### src/rtl/ifetch_pkg.sv
// Shared types and constants for the instruction-fetch unit.
package ifetch_pkg;

    typedef enum logic [1:0] {
        S_REQ   = 2'd0,
        S_WAIT  = 2'd1,
        S_VALID = 2'd2
    } fetch_state_e;

    typedef enum logic [1:0] {
        PC_HOLD     = 2'd0,
        PC_SEQ      = 2'd1,
        PC_REDIRECT = 2'd2,
        PC_TARGET   = 2'd3
    } pc_sel_e;

    localparam logic [31:0] RESET_PC_DEFAULT = 32'h0000_0000;
    localparam logic [31:0] NOP_INSTR        = 32'h0000_0000;
    localparam logic [31:0] PC_STEP          = 32'd4;

    function automatic logic [31:0] align_pc(input logic [31:0] pc);
        return {pc[31:2], 2'b00};
    endfunction

endpackage

### src/rtl/ifetch_next_pc.sv
// Next fetch-address selection: hold, sequential step, live redirect or latched target.
module ifetch_next_pc
    import ifetch_pkg::*;
(
    input  logic [31:0] fetch_pc,
    input  logic [31:0] redirect_pc,
    input  logic [31:0] target_pc,
    input  pc_sel_e     sel,
    output logic [31:0] next_pc
);

    always_comb begin
        next_pc = fetch_pc;
        unique case (sel)
            PC_HOLD:     next_pc = fetch_pc;
            PC_SEQ:      next_pc = fetch_pc + PC_STEP;
            PC_REDIRECT: next_pc = align_pc(redirect_pc);
            PC_TARGET:   next_pc = target_pc;
            default:     next_pc = fetch_pc;
        endcase
    end

endmodule

### src/rtl/ifetch_unit.sv
// Single-outstanding instruction fetch FSM with redirect/kill handling and a held output stage.
module ifetch_unit
    import ifetch_pkg::*;
#(
    parameter logic [31:0] RESET_PC = RESET_PC_DEFAULT
) (
    input  logic        clk,
    input  logic        rst,
    input  logic        stall,
    input  logic        redirect_valid,
    input  logic [31:0] redirect_pc,
    output logic        imem_req,
    output logic [31:0] imem_addr,
    input  logic        imem_ready,
    input  logic        imem_rvalid,
    input  logic [31:0] imem_rdata,
    output logic [31:0] instr_out,
    output logic [31:0] pc_out,
    output logic        instr_valid
);

    fetch_state_e state_q, state_d;
    logic [31:0]  fetch_pc_q, fetch_pc_d;
    logic [31:0]  target_q, target_d;
    logic         kill_q, kill_d;
    logic [31:0]  instr_q, pc_q;
    logic         capture;
    pc_sel_e      pc_sel;

    ifetch_next_pc u_next_pc (
        .fetch_pc    (fetch_pc_q),
        .redirect_pc (redirect_pc),
        .target_pc   (target_q),
        .sel         (pc_sel),
        .next_pc     (fetch_pc_d)
    );

    always_ff @(posedge clk) begin
        if (rst) begin
            state_q <= S_REQ;
        end else begin
            state_q <= state_d;
        end
    end

    always_comb begin
        state_d = state_q;
        unique case (state_q)
            S_REQ: begin
                if (redirect_valid) begin
                    state_d = S_REQ;
                end else if (imem_ready) begin
                    state_d = S_WAIT;
                end
            end
            S_WAIT: begin
                if (imem_rvalid) begin
                    state_d = (redirect_valid || kill_q) ? S_REQ : S_VALID;
                end
            end
            S_VALID: begin
                if (redirect_valid || !stall) begin
                    state_d = S_REQ;
                end
            end
            default: state_d = S_REQ;
        endcase
    end

    // A redirect while a read is in flight cannot cancel the memory access, so the
    // target is parked and the returning word is dropped when it arrives.
    always_comb begin
        pc_sel   = PC_HOLD;
        capture  = 1'b0;
        kill_d   = kill_q;
        target_d = target_q;
        unique case (state_q)
            S_REQ: begin
                if (redirect_valid) pc_sel = PC_REDIRECT;
            end
            S_WAIT: begin
                if (redirect_valid) begin
                    if (imem_rvalid) begin
                        pc_sel = PC_REDIRECT;
                        kill_d = 1'b0;
                    end else begin
                        target_d = align_pc(redirect_pc);
                        kill_d   = 1'b1;
                    end
                end else if (imem_rvalid) begin
                    if (kill_q) begin
                        pc_sel = PC_TARGET;
                        kill_d = 1'b0;
                    end else begin
                        capture = 1'b1;
                    end
                end
            end
            S_VALID: begin
                if (redirect_valid) begin
                    pc_sel = PC_REDIRECT;
                end else if (!stall) begin
                    pc_sel = PC_SEQ;
                end
            end
            default: pc_sel = PC_HOLD;
        endcase
    end

    always_ff @(posedge clk) begin
        if (rst) begin
            fetch_pc_q <= RESET_PC;
            target_q   <= RESET_PC;
            kill_q     <= 1'b0;
            instr_q    <= NOP_INSTR;
            pc_q       <= 32'h0;
        end else begin
            fetch_pc_q <= fetch_pc_d;
            target_q   <= target_d;
            kill_q     <= kill_d;
            if (capture) begin
                instr_q <= imem_rdata;
                pc_q    <= fetch_pc_q;
            end
        end
    end

    always_comb begin
        imem_req    = (state_q == S_REQ) && !rst;
        imem_addr   = fetch_pc_q;
        instr_valid = (state_q == S_VALID);
        instr_out   = instr_valid ? instr_q : NOP_INSTR;
        pc_out      = instr_valid ? pc_q : 32'h0;
    end

endmodule

### config.mk
export PLATFORM = sky130hd
export DESIGN_NAME = ifetch_unit
export DESIGN_NICKNAME = d
export VERILOG_FILES = /design/src/rtl/ifetch_pkg.sv /design/src/rtl/ifetch_next_pc.sv /design/src/rtl/ifetch_unit.sv
export SDC_FILE = /design/constraint.sdc
export NUM_CORES = 1
export LEC_CHECK = 0
export BUFFER_PORTS_ARGS = -buffer_cell sky130_fd_sc_hd__buf_2
export CAP_MARGIN = 25
export CORE_MARGIN = 8
export CORE_UTILIZATION = 40
export CTS_BUF_LIST = sky130_fd_sc_hd__clkbuf_2
export CTS_CLUSTER_SIZE = 30
export DETAILED_ROUTE_END_ITERATION = 12
export SETUP_SLACK_MARGIN = 0.3
export SLEW_MARGIN = 40
export SYNTH_ARGS = -nofsm -noshare
export SYNTH_HDL_FRONTEND = slang
export SYNTH_SLANG_ARGS = --single-unit
export TNS_END_PERCENT = 1
### constraint.sdc
create_clock -name clk -period 3.3 [get_ports clk]
set_clock_uncertainty 0.15 [all_clocks]
set_input_delay 0.66 -clock clk [delete_from_list [all_inputs] [get_ports clk]]
set_output_delay 0.66 -clock clk [all_outputs]
set_load 0.05 [all_outputs]
==> metrics.md, run 1 <==
| Metric | Value |
|---|---|
| Cell variety after synth | 59 |
| Synth warn | 0 |
| Clk Latency, worst-skew pair | 0.70 ns |
| Gate power share | 0.163 |
| Mapped cell area | 5962 sq um |
| Final setup vio count | 0 |
| Sequential power share | 0.539 |
| Slew @ Worst Pin | approximately 0.71 ns |
| Commonest non-fill, non-tap cell in the layout | nand2_1 |
| Die span in y | 138.1 um |
| Layout cell share with drive strength beyond 1 | 0.2308 |
| Largest net degree at the start of global routing | 66 |
| Clock sinks | 125 |
| Unrepaired setup endpoints after global routing | true |
| NumNets Final | 1052 |
| Required @ worst endpoint | between 2 and 2.5 ns |
| Reg2reg start | imem_addr[8] |
| Seq/Total Area, Yosys | 0.4197 |
| Power Dens Cells | 388.6 nW/um^2 |
| Num CTS Buffers | 17 |
| Cells on worst reg2reg path | 5 |
| Total die area | between 15000 and 20000 sq um |
| GRT Overall Usage | 0.1933 |
| Core region area | between 10000 and 15000 sq um |
| Initial Util | 0.4102 |
| Vias in the first global route | 5490 |
| Sw power | 0.9263 mW |
| Post-Syn Instances | slightly below 800 |
| Residual DRC | 0 |
| Commonest cells after routing, fill and taps aside | nand2_1 (212), buf_2 (160), dfxtp_1 (124), a21oi_1 (112), and2_1 (66) |
| Max cap viols | 0 |
| Number of diodes | 0 |
| FF+latch count, synth | between 100 and 150 |
| Crit. Startpoint | state_q[1] |
| Setup TNS | 0 ns |
| Ys async rst share | 0 |
| Minimum clock period | 2.849 ns |
| Global-route wire length before repair | 30510 um |
| Hold WC Path Type | input port to flip-flop |
| Switching Fraction | 0.3082 |
| Congestion Overflow GR | 0 |
| Row count | 44 |
| Status | finished clean |
| WL/cell | 16.42 um |
| Area Overhead vs Synth | 29.76% |
| GPL Wtd Cong | slightly above 0.8 |
| Ys flop type | dfxtp_1 |
| CP Max Fanout | 37 |
| CTS tree | yes |
| CP startpoint kind | flip-flop |
| Root buf cell | clkbuf_2 |
| I/O pin cnt | 168 |
| Final hold vios | 0 |
| Hold_sp | redirect_pc[31] |
| Antenna violations before repair | 0 |
| Post-DRT Antenna Nets | 0 |
| Tcrit/Tclk final | 0.8635 |
| Worst Path Arrival | 2.04 ns |
| Reg clk slew, reported paths | between 0.15 and 0.2 ns |
| Die W | 138.1 um |
| Clock Power Share | 0.298 |
| R2R Path End | imem_addr[31] |
| CTS H-tree depth | 4 |
| Hold path depth | 3 |
| EDFF count, synth | 0 |
| Pins Over Slew Limit | 0 |
| Syn_area_per_cell | approximately 7.6 sq um |
| Via density per instance | around 5 |
| Final HPWL DP | roughly 13000 um |
| Hold Path End | target_q[31] |
| Fillers | 1424 |
| PortBufs | 161 |
| VDD IR max | 0.1877 mV |
| Crit path kind | flip-flop to output pin |
| Starting DRT DRC Count | around 400 |
| Leakage power | 3.160 nW |
| Reg2reg setup slack | approximately 0.83 ns |
| Post-CTS Setup Bufs | 0 |
| TritonRoute pass-1 iters | 5 |
| Via count | around 6000 |
| Worst Setup Slack, final | 0.4505 ns |
| CP Capture Type | output pin |
| Slew HR | 0.5247 |
| Fmax | between 0.3 and 0.4 GHz |
| Pre-CTS WS | 0.6918 ns |
| Max Root-Sink Buffers | 2 |
| Final wirelength | 19310 um |
| Internal power | roughly 2.1 mW |
==> sequential cells by signal, indices dropped and copies added, names as in the netlist <==
| signal | flops |
|---|---|
| target_q | 30 |
| imem_addr | 30 |
| instr_q | 32 |
| kill_q | 1 |
| state_q | 2 |
| pc_q | 30 |
==> worst max-delay path by stage <==
stage	slack, ns	endpoint	depth (start not counted)
final	0.45	pc_out[15]	4
after global routing	0.26	pc_out[15]	4
after CTS	0.32	pc_out[4]	4
after detailed placement	0.69	imem_addr[10]	7
after global placement	0.72	imem_addr[10]	7
after floorplan	0.58	pc_out[22]	5
==> kinds of logic after synthesis <==
family	share of synthesized area
and+or+nand+nor	0.2854
AOI/OAI and AO/OA	0.1964
DFF	0.4197
buffers and inverters	0.05540
xor gates and xnor gates	0.02057
muxes	0.01973
adders and majority gates	0.002098
other	0.0006290
==> layout make-up <==
| type | instances | area (sq um) | area share |
|---|---|---|---|
| clock inverters | 9 | 97.59 | 0.01262 |
| inverters | 11 | 41.29 | 0.005337 |
| flip-flops and latches | 125 | 2504 | 0.3236 |
| well taps | 184 | 230.2 | 0.02976 |
| multi-input cells | 582 | 3154 | 0.4077 |
| clock buffers | 21 | 105.1 | 0.01359 |
| repair buffers | 244 | 1604 | 0.2073 |
==> routing by layer <==
| metal | up-vias | wire (um) | track usage |
|---|---|---|---|
| met5 | - | 0 | 0 |
| met4 | 0 | 140 | 0.04462 |
| met3 | 13 | 1295 | 0.06301 |
| met2 | 181 | 8798 | 0.3013 |
| met1 | 2709 | 9070 | 0.2534 |
| li1 | 3065 | - | - |
==> timing repair <==
| action | CTS | global route |
|---|---|---|
| endpoints found under the setup margin | 54 | 56 |
| gates resized for setup | 1 | 2 |
| endpoints found under the hold margin | 55 | 6 |
| pin swaps | 0 | 0 |
| hold buffers | 55 | 6 |
==> worst max-delay path, stage by stage, from the launching register on <==
cell	delay [ns]
dfxtp_2	0.46
nor2b_4	0.19
buf_6	0.24
and2_1	0.18
buf_2	0.27
==> power by group through the flow <==
stage	registers, mW	clock network (mW)	logic, mW
2_1_floorplan	1.74	0	0.186
3_3_place_gp	1.65	0	0.430
3_5_place_dp	1.65	0	0.431
4_1_cts	1.62	0.924	0.483
5_1_grt	1.63	0.992	0.524
6_report	1.62	0.895	0.489
==> Yosys cell counts (2+ instances only) <==
cell       instances  share of area
a31oi_1            4         0.0042
inv_1             11         0.0069
clkbuf_1          49          0.031
nor2_1            15         0.0094
buf_6              2         0.0038
mux2i_1            5         0.0084
xor2_1            12          0.018
or2_2              2         0.0021
o2bb2ai_1          9          0.013
o22ai_1            3         0.0031
nor2b_1            3         0.0031
a2bb2oi_1          2         0.0029
nor4_1            13          0.014
o21a_1             4         0.0050
a311oi_1           6         0.0088
a21oi_1          112          0.094
o21ai_0           12          0.010
buf_2              9         0.0076
a221oi_1           5         0.0073
nand4_1            7         0.0073
dfxtp_1          125           0.42
o21bai_1           2         0.0025
a211oi_1          16          0.020
nand2_1          213           0.13
mux2_2             4         0.0076
buf_1              2         0.0013
nor3_1            13          0.011
buf_4              4         0.0050
and3_1             5         0.0052
a21o_1             3         0.0038
and2_1            67          0.070
xnor2_1            2         0.0029
nand3_1           14          0.012
==> through the flow <==
step	std cells	total power, mW	util	area (sq um)	hold WS [ns]
4_1_cts	1170	3.027	0.5276	7669	0.0006182
6_report	1176	3.006	0.5323	7736	0.06601
3_5_place_dp	1085	2.082	0.4757	6914	0.2923
3_3_place_gp	1085	2.081	0.4757	6914	0.2883
2_1_floorplan	784	1.925	-	5973	0.2817
5_1_grt	1176	3.144	0.5323	7736	0.007047
Note: power is estimated with default switching activity, not from simulation.
==> inputs of run 2 (changes only) <==
Settings changed: CORE_ASPECT_RATIO from default to 0.6.
==> run 2 against run 1 <==
Via count increased by 1.5%; sequential cell count unchanged; first-iteration DRC count increased by 7.4%; sequential power about the same; count of clock-buffer cells in the layout is 3 lower; design area shrank 2.3%; final cell count down 1.0%; clock power is 23% higher; utilization down 1.3 points; sequential share of layout area increased by 0.76 points; critical path depth did not move; worst setup slack better by 0.019 ns.
==> metrics.md, run 2 (synthesis results as in run 1) <==
| Metric | Value |
|---|---|
| Status | finished clean |
| Reg area | 2504 sq um (unchanged) |
| Initial Util | 0.4098 (-0.0004234) |
| Worst Path Arrival | 2.02 ns (-0.02 ns) |
| WL/cell | 16.57 um (+0.92%) |
| Num CTS Buffers | 17 (unchanged) |
| CP Capture Type | output pin |
| Max reg flops | 32 (unchanged) |
| Antenna violations before repair | 0 (unchanged) |
| Reg clk slew, reported paths | 0.20 ns (+0.02 ns) |
| Final wirelength | 19280 um (-0.11%) |
| Final HPWL DP | 13270 um (+3.7%) |
| Final hold vios | 0 (unchanged) |
| Max cap viols | 0 (unchanged) |
| Slowest-stage cell, CP | dfxtp_2 |
| Row count | 34 (-23%) |
| Die span in y | 110.6 um (-20%) |
| Leakage power | 3.070 nW (-2.8%) |
| I/O pin cnt | 168 (unchanged) |
| Commonest cells after routing, fill and taps aside | nand2_1 (212), buf_2 (160), dfxtp_1 (124), a21oi_1 (112), and2_1 (66) |
| Die W | 173.6 um (+26%) |
| Core region area | 14550 sq um (+0.10%) |
| CTS tree | yes |
| Total die area | 19200 sq um (+0.67%) |
| Area of placed instances | 6902 sq um (-0.18%) |
| Residual DRC | 0 (unchanged) |
| CP startpoint kind | flip-flop |
| GPL Wtd Cong | 0.8393 (+1.2%) |
| Worst path buffer plus inverter count | 2 (unchanged) |
| Fmax | 0.3533 GHz (+0.66%) |
| CTS H-tree depth | 4 (unchanged) |
| CP Max Fanout | 64 (+73%) |
| NumNets Final | 1024 (-2.7%) |
| Setup TNS | 0 ns (unchanged) |
| Slew @ Worst Pin | 0.7443 ns (+0.03134 ns) |
| Reg2reg setup slack | 0.72 ns (-0.11 ns) |
| Commonest non-fill, non-tap cell in the layout | nand2_1 |
| Global-route wire length before repair | 30870 um (+1.2%) |
| CP Cell Sequence | nor2b_4, buf_12, and2_1, buf_2 |
| Overall power | 3.182 mW (+5.9%) |
| Via density per instance | 5.203 (+2.5%) |
| Clk Latency, worst-skew pair | 0.68 ns (-0.02 ns) |
| Final setup vio count | 0 (unchanged) |
| Starting DRT DRC Count | 433 (+7.4%) |
| Area Overhead vs Synth | 26.78% |
| GRT Overall Usage | 0.1945 (+0.001146) |
| Fin area | 7559 sq um (-2.3%) |
| Root buf cell | clkbuf_2 |
| Crit path kind | flip-flop to output pin |
| Minimum clock period | 2.831 ns (-0.01877 ns) |
| Fillers | 1495 (+5.0%) |
| Critical path's largest stage delay | 0.46 ns (about the same) |
| Pre-CTS WS | 0.6254 ns (-0.06636 ns) |
| Tcrit/Tclk final | 0.8578 (-0.005686) |
| Worst Setup Slack, final | 0.4693 ns (+0.01877 ns) |
| Placed Cells | 1095 (+0.92%) |
| Number of diodes | 0 (unchanged) |
| Hold WC Path Type | input port to flip-flop |
| Largest net degree at the start of global routing | 65 (-1.5%) |
| Pins Over Slew Limit | 0 (unchanged) |
| Area of the multi-input gates | 3154 sq um (unchanged) |
| Slew HR | 0.4996 (-0.02502) |
| PortBufs | 161 (unchanged) |
| Vias in the first global route | 5802 (+5.7%) |
| Power Dens Cells | 421.0 nW/um^2 (+8.3%) |
| CP top delay family | buffers and inverters |
| Reg with most FFs | instr_q |
| Layout cell share with drive strength beyond 1 | 0.2360 (+0.005178) |
| Post-CTS Setup Bufs | 0 (unchanged) |
| Via count | 6056 (+1.5%) |
| TritonRoute pass-1 iters | 7 (+2) |
| Final std cells w/o fill | 1164 (-1.0%) |
| Unrepaired setup endpoints after global routing | false |
| Clock sinks | 125 (unchanged) |
| Max Root-Sink Buffers | 2 (unchanged) |
| VDD IR max | 0.2345 mV (+25%) |
| Required @ worst endpoint | 2.49 ns (about the same) |
| Congestion Overflow GR | 0 (unchanged) |
| Post-DRT Antenna Nets | 0 (unchanged) |
run 2: changes by cell type in the layout (fill, tap and decap cells not counted), moves of 3 or more:
cell	before	now
dlygate4sd3_1	61	37
clkinv_2	3	0
clkbuf_2	21	18
inv_6	0	5
clkinv_4	0	3
buf_4	20	17
run 2: timing repair:
item | in CTS | in global routing
setup endpoints to repair | 63 | 13
resized for setup | 3 | 1
hold buffers | 31 | 6
hold endpoints to repair | 32 | 6
run 2: final cells by class:
cell class	count	share of cell area
Multi-Input combinational cell	582	0.4173
Sequential cell	125	0.3312
Timing Repair Buffer	216	0.1771
Tap cell	198	0.03278
Clock inverter	14	0.02417
Clock buffer	18	0.01192
Inverter	11	0.005463
run 2: worst reg2reg max path, stage by stage (launching register included):
cell,delay (ns)
dfxtp_1,0.54
ha_1,0.25
nand4_1,0.30
or2_2,0.44
nor3_1,0.43
a31oi_1,0.15
o221a_2,0.27
run 2: stage by stage:
| stage | hold WS [ns] | utilization |
|---|---|---|
| 3_3_place_gp | 0.2893 | 0.4744 |
| 3_5_place_dp | 0.2922 | 0.4744 |
| 5_1_grt | 0.007836 | 0.5195 |
| 4_1_cts | 0.003179 | 0.5151 |
| 6_report | 0.05604 | 0.5195 |
| 2_1_floorplan | 0.2817 | - |
run 2: path summary, 6_finish.rpt:
| kind | cells after the start | endpoint | from |
|---|---|---|---|
| min reg2reg | 2 | pc_q[17] | pc_q[17] |
| min | 3 | instr_q[13] | imem_rdata[13] |
| max | 4 | pc_out[2] | state_q[1] |
| max reg2reg | 6 | imem_addr[28] | imem_addr[2] |
run 2: where the power goes:
| group | internal, mW | switching [mW] | leakage [nW] | total [mW] |
|---|---|---|---|---|
| combinational | 0.156 | 0.297 | 1.89 | 0.453 |
| sequential | 1.56 | 0.0681 | 1.02 | 1.63 |
| clock | 0.444 | 0.656 | 0.160 | 1.10 |
| total | 2.16 | 1.02 | 3.07 | 3.18 |
run 2: per-layer routing:
metal | global-route usage | routed length (um)
met2 | 0.2920 | 8244
met1 | 0.2707 | 9287
met3 | 0.05306 | 1559
met4 | 0.04878 | 192
met5 | 0 | 0
==> inputs of run 3 (changes only) <==
Settings changed: PLACE_DENSITY from default to 0.66.
Clock period 3.3 ns to 2.4 ns, I/O delays scaled along.
==> run 3 against run 2 <==
The run now ends with setup timing left; highest routed layer unchanged; die area unchanged; sequential share of layout area fell by 6.1 points; sequential cell count stayed put; critical endpoint is now pc_out[23]; combinational power grew 92%; largest cell class unchanged.
==> metrics.md, run 3 (synthesis results as in run 1) <==
| Metric | Value |
|---|---|
| Largest net degree at the start of global routing | 91 (+40%) |
| Unrepaired setup endpoints after global routing | true |
| Required @ worst endpoint | 1.77 ns (-0.72 ns) |
| Global-route wire length before repair | 33350 um (+8.0%) |
| CP Cell Sequence | buf_12, nor2b_4, buf_12, buf_8, and2_4, buf_8 |
| Number of diodes | 0 (unchanged) |
| Total die area | 19200 sq um (unchanged) |
| Core region area | 14550 sq um (unchanged) |
| CP Max Fanout | 7 (-89%) |
| Slew @ Worst Pin | 0.7403 ns (-0.004072 ns) |
| Grt met1 use | 0.2839 (+0.01320) |
| Via count | 6601 (+9.0%) |
| Met2 usage | 0.3268 (+0.03487) |
| CTS H-tree depth | 4 (unchanged) |
| Worst Setup Slack, final | -0.1904 ns (-0.6597 ns) |
| Status | finished, violations left |
| Clk Latency, worst-skew pair | 0.69 ns (about the same) |
| Final setup vio count | 63 (+63) |
| Fillers | 1238 (-17%) |
| Hold_sp | redirect_valid |
| Initial Util | 0.4098 (unchanged) |
| Starting DRT DRC Count | 544 (+26%) |
| Antenna violations before repair | 0 (unchanged) |
| Critical path's largest stage delay | 0.37 ns (-0.09 ns) |
| Final HPWL DP | 13640 um (+2.8%) |
| Area of placed instances | 7284 sq um (+5.5%) |
| GPL Wtd Cong | 0.8782 (+4.6%) |
| Root buf cell | clkbuf_2 |
| Residual DRC | 0 (unchanged) |
| Hold Path End | state_q[0] |
| Commonest non-fill, non-tap cell in the layout | nand2_1 |
| Power Dens Cells | 459.6 nW/um^2 (+9.2%) |
| Vias in the first global route | 6260 (+7.9%) |
| Final hold vios | 0 (unchanged) |
| R2R Path End | imem_addr[21] |
| Setup TNS | -7.349 ns (-7.349 ns) |
| Met3 usage | 0.06395 (+0.01088) |
| Crit path kind | flip-flop to output pin |
| Clock sinks | 125 (unchanged) |
| Fin area | 9408 sq um (+24%) |
| Slew HR | 0.5049 (+0.005217) |
| Max Root-Sink Buffers | 2 (unchanged) |
| Area of the multi-input gates | 3463 sq um (+9.8%) |
| GRT Overall Usage | 0.2118 (+0.01729) |
| Final wirelength | 22250 um (+15%) |
| Overall power | 4.324 mW (+36%) |
| VDD IR max | 0.2789 mV (+19%) |
| Hold WC Path Type | input port to flip-flop |
| Reg with most FFs | instr_q |
| CTS tree | yes |
| Via density per instance | 5.319 (+2.2%) |
| Congestion Overflow GR | 0 (unchanged) |
| Leakage power | 3.697 nW (+20%) |
| Cells on worst reg2reg path | 8 (+2) |
| NumNets Final | 1101 (+7.5%) |
| CP startpoint kind | flip-flop |
| WL/cell | 17.93 um (+8.2%) |
| Failing checks | setup timing |
| PortBufs | 161 (unchanged) |
| Grt peak-use layer | met2 |
| TritonRoute pass-1 iters | 6 (-1) |
| Fin Hold WS | 0.1517 ns (+0.09568 ns) |
| Reg2reg setup slack | 0.14 ns (-0.58 ns) |
| Reg clk slew, reported paths | 0.18 ns (-0.02 ns) |
| Slowest-stage cell, CP | dfxtp_2 |
| I/O pin cnt | 168 (unchanged) |
| Area Overhead vs Synth | 57.80% |
| Commonest cells after routing, fill and taps aside | nand2_1 (209), a21oi_1 (107), dfxtp_1 (98), buf_2 (68), dlygate4sd3_1 (67) |
| Num CTS Buffers | 17 (unchanged) |
| CP Capture Type | output pin |
| Max reg flops | 32 (unchanged) |
| Post-DRT Antenna Nets | 0 (unchanged) |
| Tcrit/Tclk final | 1.079 |
| Hold path depth | 4 (+1) |
| Worst Path Arrival | 1.96 ns (-0.06 ns) |
| Layout cell share with drive strength beyond 1 | 0.3576 (+0.1216) |
| Minimum clock period | 2.590 ns |
| Row count | 34 (unchanged) |
| Die span in y | 110.6 um (unchanged) |
| Reg2reg start | state_q[1] |
| Reg area | 2546 sq um (+1.7%) |
| Pins Over Slew Limit | 0 (unchanged) |
| Die W | 173.6 um (unchanged) |
| Max cap viols | 0 (unchanged) |
| Fmax | around 0.39 GHz |
## run 3: changes by cell type in the layout (fill, tap and decap cells not counted), sizes merged, moves of 4 or more
cell and delta:
clkbuf +4, buf +43, dlygate4sd3 +30, inv -4
clkinv +4
## run 3: worst max path at each step
stage / from / end / slack, ns
after CTS: state_q[0] / pc_out[31] / -0.25
after global routing: state_q[0] / instr_out[28] / -0.31
after global placement: stall / imem_addr[23] / 0.11
after detailed placement: stall / imem_addr[23] / 0.09
after floorplan: imem_addr[16] / imem_addr[24] / 0.02
final: state_q[0] / pc_out[23] / -0.19
## run 3: per-stage QoR
stage / setup slack (ns) / util / cells
2_1_floorplan: 0.01747 / - / 784
3_3_place_gp: 0.1092 / 0.5007 / 1132
3_5_place_dp: 0.08871 / 0.5007 / 1132
4_1_cts: -0.2463 / 0.6074 / 1235
5_1_grt: -0.3089 / 0.6466 / 1241
6_report: -0.1904 / 0.6466 / 1241
## run 3: layout make-up
cell class / instances / share of cell area
repair buffers: 293 / 0.3080
clock inverters: 14 / 0.01290
multi-input cells: 582 / 0.3681
clock buffers: 18 / 0.009576
inverters: 11 / 0.004389
flip-flops and latches: 125 / 0.2706
well taps: 198 / 0.02633
## run 3: metal layers
metal  wire [um]  part of all wire
met1       10170              0.46
met2        9928              0.45
met3        1811             0.081
met4         340             0.015
met5           0                 0
## run 3: timing repair
action,4_1_cts,5_1_grt
buffers inserted,3,3
cloned,1,3
hold buffers,67,0
gates resized for setup,197,138
pin swaps,17,65
hold endpoints to repair,90,0
setup endpoints to repair,104,118
## run 3: worst max-delay path: cells and delay by family, from the launching register on
kind          cells  cell delay (ns)
buf+inv           4             0.57
flops             1             0.37
simple gates      2             0.35
## run 3: power by group
group          internal (mW)  switching [mW]
Combinational          0.363           0.505
Sequential              2.15          0.0585
Clock                  0.377           0.871
